[src/rtl/mac_accumulator_ci.sv]
// Multi-cycle multiply-accumulate custom-instruction slave: signed shift-add
// multiply of A x B into a 2*DATA_W-bit sticky-overflow accumulator, read back by opcode.
module mac_accumulator_ci #(
    parameter int DATA_W = 32
) (
    input  logic              clk,
    input  logic              reset,
    input  logic              clk_en,
    input  logic              start,
    input  logic [2:0]        n,
    input  logic [DATA_W-1:0] dataa,
    output logic              done,
    output logic [DATA_W-1:0] result
);
    localparam int ACC_W = 2 * DATA_W;
    localparam int CNT_W = $clog2(DATA_W);
    localparam logic [CNT_W-1:0] CNT_LAST = CNT_W'(DATA_W - 1);

    localparam logic [1:0] S_IDLE = 2'd0;
    localparam logic [1:0] S_MUL  = 2'd1;
    localparam logic [1:0] S_ACC  = 2'd2;
    localparam logic [1:0] S_DONE = 2'd3;

    logic [1:0]        state_q, state_d;
    logic [2:0]        op_q, op_d;
    logic [DATA_W-1:0] a_q, a_d;
    logic [DATA_W-1:0] b_q, b_d;
    logic [ACC_W-1:0]  acc_q, acc_d;
    logic              ovf_q, ovf_d;
    logic [CNT_W-1:0]  count_q, count_d;
    logic [ACC_W-1:0]  mcand_q, mcand_d;
    logic [ACC_W-1:0]  prod_q, prod_d;
    logic              done_q, done_d;
    logic [DATA_W-1:0] result_q, result_d;

    logic [DATA_W-1:0] mag_b;
    logic              neg;
    logic [ACC_W-1:0]  prod_signed;
    logic [ACC_W-1:0]  sum;

    // Two's-complement magnitude; the most negative value maps to 2^(DATA_W-1) unsigned.
    function automatic logic [DATA_W-1:0] mag(input logic [DATA_W-1:0] v);
        return v[DATA_W-1] ? (~v + DATA_W'(1)) : v;
    endfunction

    always_comb begin
        mag_b       = mag(b_q);
        neg         = a_q[DATA_W-1] ^ b_q[DATA_W-1];
        prod_signed = neg ? (~prod_q + ACC_W'(1)) : prod_q;
        sum         = acc_q + prod_signed;

        state_d  = state_q;
        op_d     = op_q;
        a_d      = a_q;
        b_d      = b_q;
        acc_d    = acc_q;
        ovf_d    = ovf_q;
        count_d  = count_q;
        mcand_d  = mcand_q;
        prod_d   = prod_q;
        done_d   = 1'b0;
        result_d = result_q;

        case (state_q)
            S_IDLE: begin
                if (start) begin
                    op_d    = n;
                    state_d = S_DONE;
                    case (n)
                        3'd0: a_d = dataa;
                        3'd1: begin
                            b_d     = dataa;
                            mcand_d = ACC_W'(mag(a_q));
                            prod_d  = '0;
                            count_d = '0;
                            state_d = S_MUL;
                        end
                        3'd4: begin
                            acc_d = '0;
                            ovf_d = 1'b0;
                        end
                        default: ;
                    endcase
                end
            end
            S_MUL: begin
                // Multiplier bit selected by the counter so B itself stays intact.
                if (mag_b[count_q])
                    prod_d = prod_q + mcand_q;
                mcand_d = mcand_q << 1;
                count_d = count_q + CNT_W'(1);
                if (count_q == CNT_LAST)
                    state_d = S_ACC;
            end
            S_ACC: begin
                acc_d = sum;
                if ((acc_q[ACC_W-1] == prod_signed[ACC_W-1]) && (sum[ACC_W-1] != acc_q[ACC_W-1]))
                    ovf_d = 1'b1;
                state_d = S_DONE;
            end
            default: begin
                done_d  = 1'b1;
                state_d = S_IDLE;
                case (op_q)
                    3'd1, 3'd2: result_d = acc_q[DATA_W-1:0];
                    3'd3:       result_d = acc_q[ACC_W-1:DATA_W];
                    3'd5:       result_d = {{(DATA_W-1){1'b0}}, ovf_q};
                    default:    result_d = '0;
                endcase
            end
        endcase
    end

    always_ff @(posedge clk or negedge reset) begin
        if (!reset) begin
            state_q  <= S_IDLE;
            op_q     <= '0;
            a_q      <= '0;
            b_q      <= '0;
            acc_q    <= '0;
            ovf_q    <= 1'b0;
            count_q  <= '0;
            mcand_q  <= '0;
            prod_q   <= '0;
            done_q   <= 1'b0;
            result_q <= '0;
        end else if (clk_en) begin
            state_q  <= state_d;
            op_q     <= op_d;
            a_q      <= a_d;
            b_q      <= b_d;
            acc_q    <= acc_d;
            ovf_q    <= ovf_d;
            count_q  <= count_d;
            mcand_q  <= mcand_d;
            prod_q   <= prod_d;
            done_q   <= done_d;
            result_q <= result_d;
        end
    end

    assign done   = done_q;
    assign result = result_q;
endmodule
[config.mk]
export PLATFORM = sky130hd
export DESIGN_NAME = mac_accumulator_ci
export DESIGN_NICKNAME = d
export VERILOG_FILES = /design/src/rtl/mac_accumulator_ci.sv
export SDC_FILE = /design/constraint.sdc
export NUM_CORES = 1
export LEC_CHECK = 0
export ABC_AREA = 1
export CORE_UTILIZATION = 55
export DETAILED_ROUTE_END_ITERATION = 16
export PLACE_DENSITY = 0.75
export SKIP_CTS_REPAIR_TIMING = 1
export SYNTH_ARGS = -nofsm -noshare
export SYNTH_HDL_FRONTEND = slang
export SYNTH_SLANG_ARGS = --single-unit
[constraint.sdc]
create_clock -name clk -period 4.5 [get_ports clk]
set_clock_uncertainty 0.2 [all_clocks]
set_input_delay 0.45 -clock clk [delete_from_list [all_inputs] [get_ports clk]]
set_output_delay 0.45 -clock clk [all_outputs]
set_load 0.02 [all_outputs]
==> results summary, run 1 <==
The run finished with clean final reports. The setup total negative slack came out at 0 ns. After detailed routing, the number of remaining DRC violations is 0. The critical path in this run is classified as reg -> reg.

The number of top-level pins is 72. The worst setup path is launched from a flop. The final clock period utilization by the worst path is 95.58%. The compound-gate portion of the synthesized area came out at between 15 and 20%. The core area is 0.04528 mm2.

The post-layout minimum cycle time is 4.301 ns. The post-synthesis share of cell area spent on full adders, half adders and majority gates came out at between 6 and 7%. The post-synthesis cell count is 3825. STA classifies the critical path endpoint as a flop.

The required time reported for the critical path endpoint came out at 4.78 ns. The number of levels in the clock H-tree is 2. Synthesis instantiated 62 different standard cells from the library. For this run, the register share of the synthesized area comes to around 30%. The register area is 0.007510 mm2. The synthesized design contains 0 enable-type register cells.

The final design utilization is 61.67%. The xor/xnor share of the synthesized area came out at under 10%. The wire length of the first global-routing pass is 138.9 mm. After synthesis, the largest family of logic cells by area is simple AND/OR/NAND/NOR gates. The slew at the pin closest to its max-slew limit is 1.142 ns.

The die outline area came out at 0.04672 mm2. The number of I/O port buffers is 71. The mean post-synth cell area came out at 6.594 um2. The total count of hold-check failures in the final report was 0. The clock tree buffer depth is 3. The worst hold path belongs to the class in -> async. For this block, the initial DRC count from the detailed router was about 2500. The clock root buffer is clkbuf_16. The TritonCTS clock tree is built. The count of standard-cell rows came out at 78. The max-slew violation total from the final report is 0. The number of global-route vias before repair came to 24685.

The maximum number of pins on one net before global-route repair came out at 92. The startpoint identified for the worst register-to-register timing path is prod_q[1]$_DFFE_PN0P_. Setup violations remaining at the end of the flow were counted as 0. The maximum fanout along the worst path is 5. In this run the tightest slew margin relative to its limit is 23.61%. In this run the worst setup path terminates at acc_q[50]$_DFFE_PN0P_. The detailed-route via count came out at 26513. The weighted congestion at the end of routability-driven global placement came out at 1.046.

The number of antenna violations at the first check in global routing is 1. The synthesized netlist devotes 31.78% of its cell area to simple gates. The number of synthesized register bits came out at 300. The area growth from synthesis to layout is 10.72%. The horizontal die dimension is 216.1 um. After detailed routing, the average wire length per cell comes to approximately 20 um. In the synthesized netlist, mux cells make up 0.3572% of the area. In the synthesized netlist the dominant register cell turns out to be dfrtp_1. The max-cap violation count is 0. When the netlist entered floorplanning its net count stood at 4002. The number of cells on the worst reg-to-reg path is 22. The net count of the finished layout is 4064.

The tree built by TritonCTS fans out to 300 sinks. The share of flip-flops with an asynchronous set or reset after synthesis came out at 100.0%. Yosys printed 0 warnings. Data on the critical path arrives at its endpoint at between 4 and 5 ns. The achievable clock frequency came out at between 200 and 250 MHz.

Tracing the worst setup path back leads to its startpoint at prod_q[1]$_DFFE_PN0P_. In this run the vertical extent of the chip is roughly 220 um. Summed over all layers, the routed wires come to 89.30 mm. The clock slew at the register clock pins of the worst setup and hold paths is 0.06 ns. The total overflow left after global routing is 0.

TritonCTS created 37 clock buffers. The initial utilization of the core area, before any placement, comes to a little under three fifths. The clock latency reported for the late side of the worst-skew pair is about 0.58 ns. The per-cell via count in the routed design came out at 5.875. The global router's overall resource usage is 38.05%.

For flop-to-flop paths, the worst setup slack is 0.20 ns. The HPWL after detailed placement came out at approximately 70 mm. The synthesized netlist occupies a cell area of 0.02522 mm2. The fill cell total of the finished layout is 4466.

The multi-input gate area in the final layout is 0.01542 mm2. The number of antenna diodes in the final layout is 0. The iteration count of the initial detailed-routing pass came out at 6.

The fraction of final layout cells sized beyond drive strength 1 is just under 6%. The reg-to-reg critical path endpoint is acc_q[50]$_DFFE_PN0P_. The remaining number of nets flagged by the antenna check after routing came out at 0.
[kinds of logic (layout without fill, tap and decap cells)]
family / count (synthesis) / after routing
xor+xnor: 119 / 119
buf+inv: 601 / 689
simple gates: 1878 / 1878
mux: 8 / 8
compound gates: 781 / 781
fa+ha+maj: 138 / 138
flops: 300 / 300
[Yosys cell counts, drive strengths merged (2+ instances only)]
cell / count / area, um2
nand2: 935 / 3567
inv: 489 / 1836
nor2: 480 / 1858
dfrtp: 300 / 7507
o21ai: 297 / 1494
a21oi: 276 / 1396
nand3: 269 / 1396
ha: 136 / 1702
nand4: 100 / 625.6
o22ai: 86 / 538.0
xor2: 82 / 718.2
clkbuf: 68 / 255.2
nor3: 44 / 230.2
buf: 42 / 374.1
xnor2: 37 / 324.1
nor4: 29 / 196.4
a21o: 25 / 187.7
o211ai: 19 / 147.6
a21boi: 16 / 120.1
o21bai: 15 / 112.6
a31oi: 12 / 75.07
o21a: 11 / 82.58
mux2: 8 / 90.09
o221ai: 8 / 70.07
o31ai: 6 / 45.04
or2: 6 / 37.54
and3: 5 / 31.28
nand3b: 4 / 30.03
a221oi: 2 / 17.52
a22oi: 2 / 15.01
a31o: 2 / 17.52
clkinv: 2 / 7.510
fa: 2 / 40.04
nor3b: 2 / 15.01
[per-stage QoR]
| stage | cell area, um2 | hold WS [ns] | cells | worst slack, ns |
|---|---|---|---|---|
| 2_1_floorplan | 25220 | -0.04559 | 3825 | 0.7454 |
| 3_3_place_gp | 26570 | 0.2615 | 4445 | 0.1876 |
| 3_5_place_dp | 26570 | 0.2645 | 4445 | 0.1430 |
| 4_1_cts | 27760 | -0.2809 | 4510 | 0.1464 |
| 5_1_grt | 27920 | 0.2934 | 4513 | -0.04937 |
| 6_report | 27920 | 0.2617 | 4513 | 0.1991 |
[layer usage]
layer | GRT usage, % | share of wire [%] | up-vias
li1 | - | - | 12865
met1 | 50.96 | 42 | 12334
met2 | 60.41 | 45 | 1098
met3 | 5.404 | 8.1 | 216
met4 | 18.33 | 5.1 | 0
met5 | 0 | 0 | -
[final cells by class]
class                      count  area share (%)
sequential                   300           26.89
multi-input combinational   2924           55.22
timing repair buffer         133           4.328
clock buffer                  54           3.871
clock inverter                11          0.3988
inverter                     491           6.600
tap                          600           2.688
[critical path, cell delays in order (launching register included)]
cell     delay (ns)
dfrtp_1        0.38
buf_4          0.16
nor3_4         0.21
inv_1          0.09
nor2_2         0.14
nand2_1        0.15
nor2_1         0.12
nand4_1        0.13
inv_2          0.11
nand4_1        0.18
nand2_1        0.13
xnor2_1        0.10
ha_1           0.38
nand2_1        0.16
nor2_1         0.20
inv_1          0.10
nor2_1         0.17
inv_1          0.12
nor3_1         0.42
nand3_1        0.20
nand3_1        0.11
nand2_1        0.05
o21ai_0        0.19
[how the worst min path moves through the flow]
stage | endpoint | depth (start not counted) | startpoint | slack (ns)
floorplan | a_q[0]$_DFFE_PN0P_ | 0 | reset | -0.05
global placement | result[18]$_DFFE_PN0P_ | 2 | result[18]$_DFFE_PN0P_ | 0.26
detailed placement | result[6]$_DFFE_PN0P_ | 2 | result[6]$_DFFE_PN0P_ | 0.26
CTS | result[12]$_DFFE_PN0P_ | 1 | reset | -0.28
global route | result[30]$_DFFE_PN0P_ | 2 | result[30]$_DFFE_PN0P_ | 0.29
finish | result[19]$_DFFE_PN0P_ | 2 | reset | 0.26
[registers in the layout, indices dropped and copies added, names as in the netlist]
name and count:
result 32, b_q 32, op_q 3, acc_q 64, done 1, ovf_q 1
prod_q 64, a_q 32, mcand_q 64, state_q 2, count_q 5
[cell usage in the layout (no fill, tap or decap), types with 5 or more instances in the layout]
master | Yosys | layout
o21a_1 | 11 | 11
inv_2 | 11 | 12
buf_4 | 8 | 59
o21ai_1 | 7 | 5
o22ai_1 | 86 | 86
mux2_2 | 8 | 8
nand3_2 | 10 | 12
nor3_1 | 42 | 40
o211ai_1 | 18 | 18
nor2_4 | 3 | 5
xnor2_1 | 37 | 37
nand3_1 | 259 | 256
clkdlybuf4s50_1 | 0 | 70
o31ai_1 | 6 | 6
nor4_1 | 28 | 27
a21oi_1 | 274 | 269
clkinv_2 | 0 | 6
nand4_1 | 100 | 100
o21ai_0 | 288 | 286
nand2_2 | 14 | 18
nor2_1 | 469 | 459
ha_1 | 136 | 134
clkbuf_8 | 0 | 7
and3_1 | 5 | 5
nor2_2 | 7 | 15
a31oi_1 | 12 | 11
a21o_1 | 25 | 25
inv_1 | 478 | 477
a21oi_2 | 1 | 6
xor2_1 | 82 | 81
dfrtp_1 | 300 | 298
clkbuf_16 | 0 | 38
nand2_1 | 918 | 914
o221ai_1 | 8 | 8
a21boi_0 | 16 | 15
o21bai_1 | 15 | 14
clkbuf_1 | 68 | 9
Power of run 1 is left out: the tool's default activity adds up to more than one toggle a clock period on the data nets, which glitch-free logic cannot reach.
==> run 2: changes to the inputs <==
--- a/config.mk
+++ b/config.mk
@@ -7,8 +7,10 @@
 export LEC_CHECK = 0
 export ABC_AREA = 1
 export CORE_UTILIZATION = 55
+export CTS_CLUSTER_SIZE = 28
 export DETAILED_ROUTE_END_ITERATION = 16
 export PLACE_DENSITY = 0.75
+export REMOVE_ABC_BUFFERS = 1
 export SKIP_CTS_REPAIR_TIMING = 1
 export SYNTH_ARGS = -nofsm -noshare
 export SYNTH_HDL_FRONTEND = slang
==> results summary, run 2 (synthesized netlist as in run 1, its figures left out) <==
The number of top-level pins came out at 72. The commonest non-fill, non-tap cell in the layout is nand2_1. In this run the top signal layer used is met4. At the later pin of the worst-skew pair, clock insertion delay measures around 0.58 ns. The wire length of the first global-routing pass came out at between 100 and 150 mm. In this run the clock root is driven by a clkbuf_16. The number of global-route vias before repair came to 24953. The headroom to the max-slew limit is 21.98%. The global router's overall resource usage is 37.90%. The data arrival time of the critical path is 4.55 ns. The number of levels in the clock H-tree came out at 2. The detailed router's first-iteration violation count is approximately 2400.

The die covers 0.04672 mm2. The clock slew at the register clock pins of the worst setup and hold paths came out at about 0.060 ns. The instance area after placement is 0.02665 mm2.

In the final layout, the registers with the most flip-flops are acc_q (64), mcand_q (64), prod_q (64). The number of setup violations in the final report came out at 0. The max-cap violation count is 0. In the post-route analysis, the smallest setup slack over all paths is 0.1837 ns. The remaining global-route overflow is 0. The routed length on met3 is 7.327 mm. The final cell area excluding filler cells is 0.02817 mm2. The total count of hold-check failures in the final report is 0.

In this design, the largest share of critical-path delay is due to simple AND/OR/NAND/NOR gates. The maximum fanout along the worst path is 5. The top cell types in the final layout, fill and taps aside, are nand2_1 (914), inv_1 (477), nor2_1 (461).

The detailed-route via count is 26502. The number of buffers and inverters on the critical path is 5. The CTS buffer count came out at 38. The weighted congestion at the end of routability-driven global placement is slightly above 1. After the last flow step, the layout net total stands at 4076.

Setup repair after global routing could not meet its margin everywhere. The fraction of final layout cells sized beyond drive strength 1 is 5.831%. The number of antenna violations at the first check in global routing came to 0.

The clock passes through at most 3 buffers. The kind of path behind the tightest hold check is in -> reg. The sum of routed wire length over all layers is 88.80 mm.

The post-layout minimum cycle time came out at between 4 and 5 ns. The HPWL after detailed placement came out at 68.72 mm. From left edge to right edge, the die measures around 220 um. The height of the die came out at 216.1 um. The per-cell via count in the routed design is between 5 and 6. The core region is between 0.04 and 0.05 mm2. The worst setup path is of the reg -> reg kind. The starting utilization of the core area came out at 55.70%. The post-detailed-route DRC marker count came out at 0. For the worst setup path, the data required time is around 4.7 ns. The count of inserted antenna diode cells came out at 0. The count of standard-cell rows came out at 78. Entering global routing, the biggest net connects 113 pins. The number of I/O port buffers is 71.

The run finished with clean final reports. After layout, the worst path uses 95.92% of the clock period. The number of clock sinks is 300. The length of routed met2 wiring is 39.96 mm. By instance count, the cell type seen most on the critical path is nor2_1. The first TritonRoute pass finished after 6 iterations. In this run the remaining antenna-violating nets after routing total 0.

Dividing the detail-routed wire length by the instance count gives 19.62 um. The critical path goes through nor2_1 > inv_1 > nor3_1 > nand4_1 > nor2_1 > nand2_1 > nor3_1 > buf_4 > nor2_1 > xor2_1 > ha_1 > buf_4 > nand2_1 > nor2_1 > inv_1 > nor2_1 > inv_1 > nor2_1 > nand4_1 > nand2_1 > a21oi_1 > o21ai_0 > o21ai_0. The achievable clock frequency is 231.7 MHz. The slew at the pin closest to its max-slew limit came out at 1.169 ns.

TritonCTS built the clock tree. The area growth from synthesis to layout came out at 11.69%. STA classifies the critical path endpoint as a flop.

The worst setup path is launched from a flop. The max-slew violation total from the final report is 0. The worst setup timing slack at the placement stage is 0.09459 ns. The library cell contributing the largest single delay on the critical path is dfrtp_1.

The maximum single-stage delay on the critical path is 0.49 ns. The routed length on met1 came out at 37.20 mm.
## run 2: metal layers
layer | vias to the layer above | GRT usage, %
li1 | 12900 | -
met1 | 12248 | 50.16
met2 | 1135 | 60.94
met3 | 219 | 6.260
met4 | 0 | 16.76
met5 | - | 0
## run 2: metrics by stage
stage	cells	setup TNS [ns]	hold WS, ns	utilization (%)
after CTS	4521	0	-0.2069	61.90
after global routing	4527	-0.1028	0.2643	62.21
after global placement	4453	0	0.2615	58.85
final	4527	0	0.2685	62.21
after detailed placement	4453	0	0.2646	58.85
after floorplan	3715	-178.88	-0.04559	-
## run 2: worst paths after layout
kind                                     endpoint                    from  slack (ns)  cells after the start
min in group asynchronous  result[16]$_DFFE_PN0P_                   reset        0.34                      2
setup reg to reg            acc_q[45]$_DFFE_PN0P_  prod_q[15]$_DFFE_PN0P_        0.18                     23
max in group asynchronous  prod_q[58]$_DFFE_PN0P_                   reset        2.78                      3
hold reg to reg             result[3]$_DFFE_PN0P_   result[3]$_DFFE_PN0P_        0.28                      2
setup / recovery            acc_q[45]$_DFFE_PN0P_  prod_q[15]$_DFFE_PN0P_        0.18                     23
hold / removal                a_q[24]$_DFFE_PN0P_               dataa[24]        0.27                      3
## run 2: area by class of cell
type / count / area [um2]
clock inverters: 14 / 299.0
well taps: 600 / 750.7
repair buffers: 144 / 1316
inverters: 491 / 1843
clock buffers: 54 / 1082
fillers: 4357 / 17110
multi-input cells: 2924 / 15370
flip-flops and latches: 300 / 7508
## run 2: tightest hold or removal path, cell delays in order
cell,delay (ns)
clkdlybuf4s50_1,0.41
inv_1,0.06
o21ai_0,0.07
Power of run 2 is left out for the same reason.
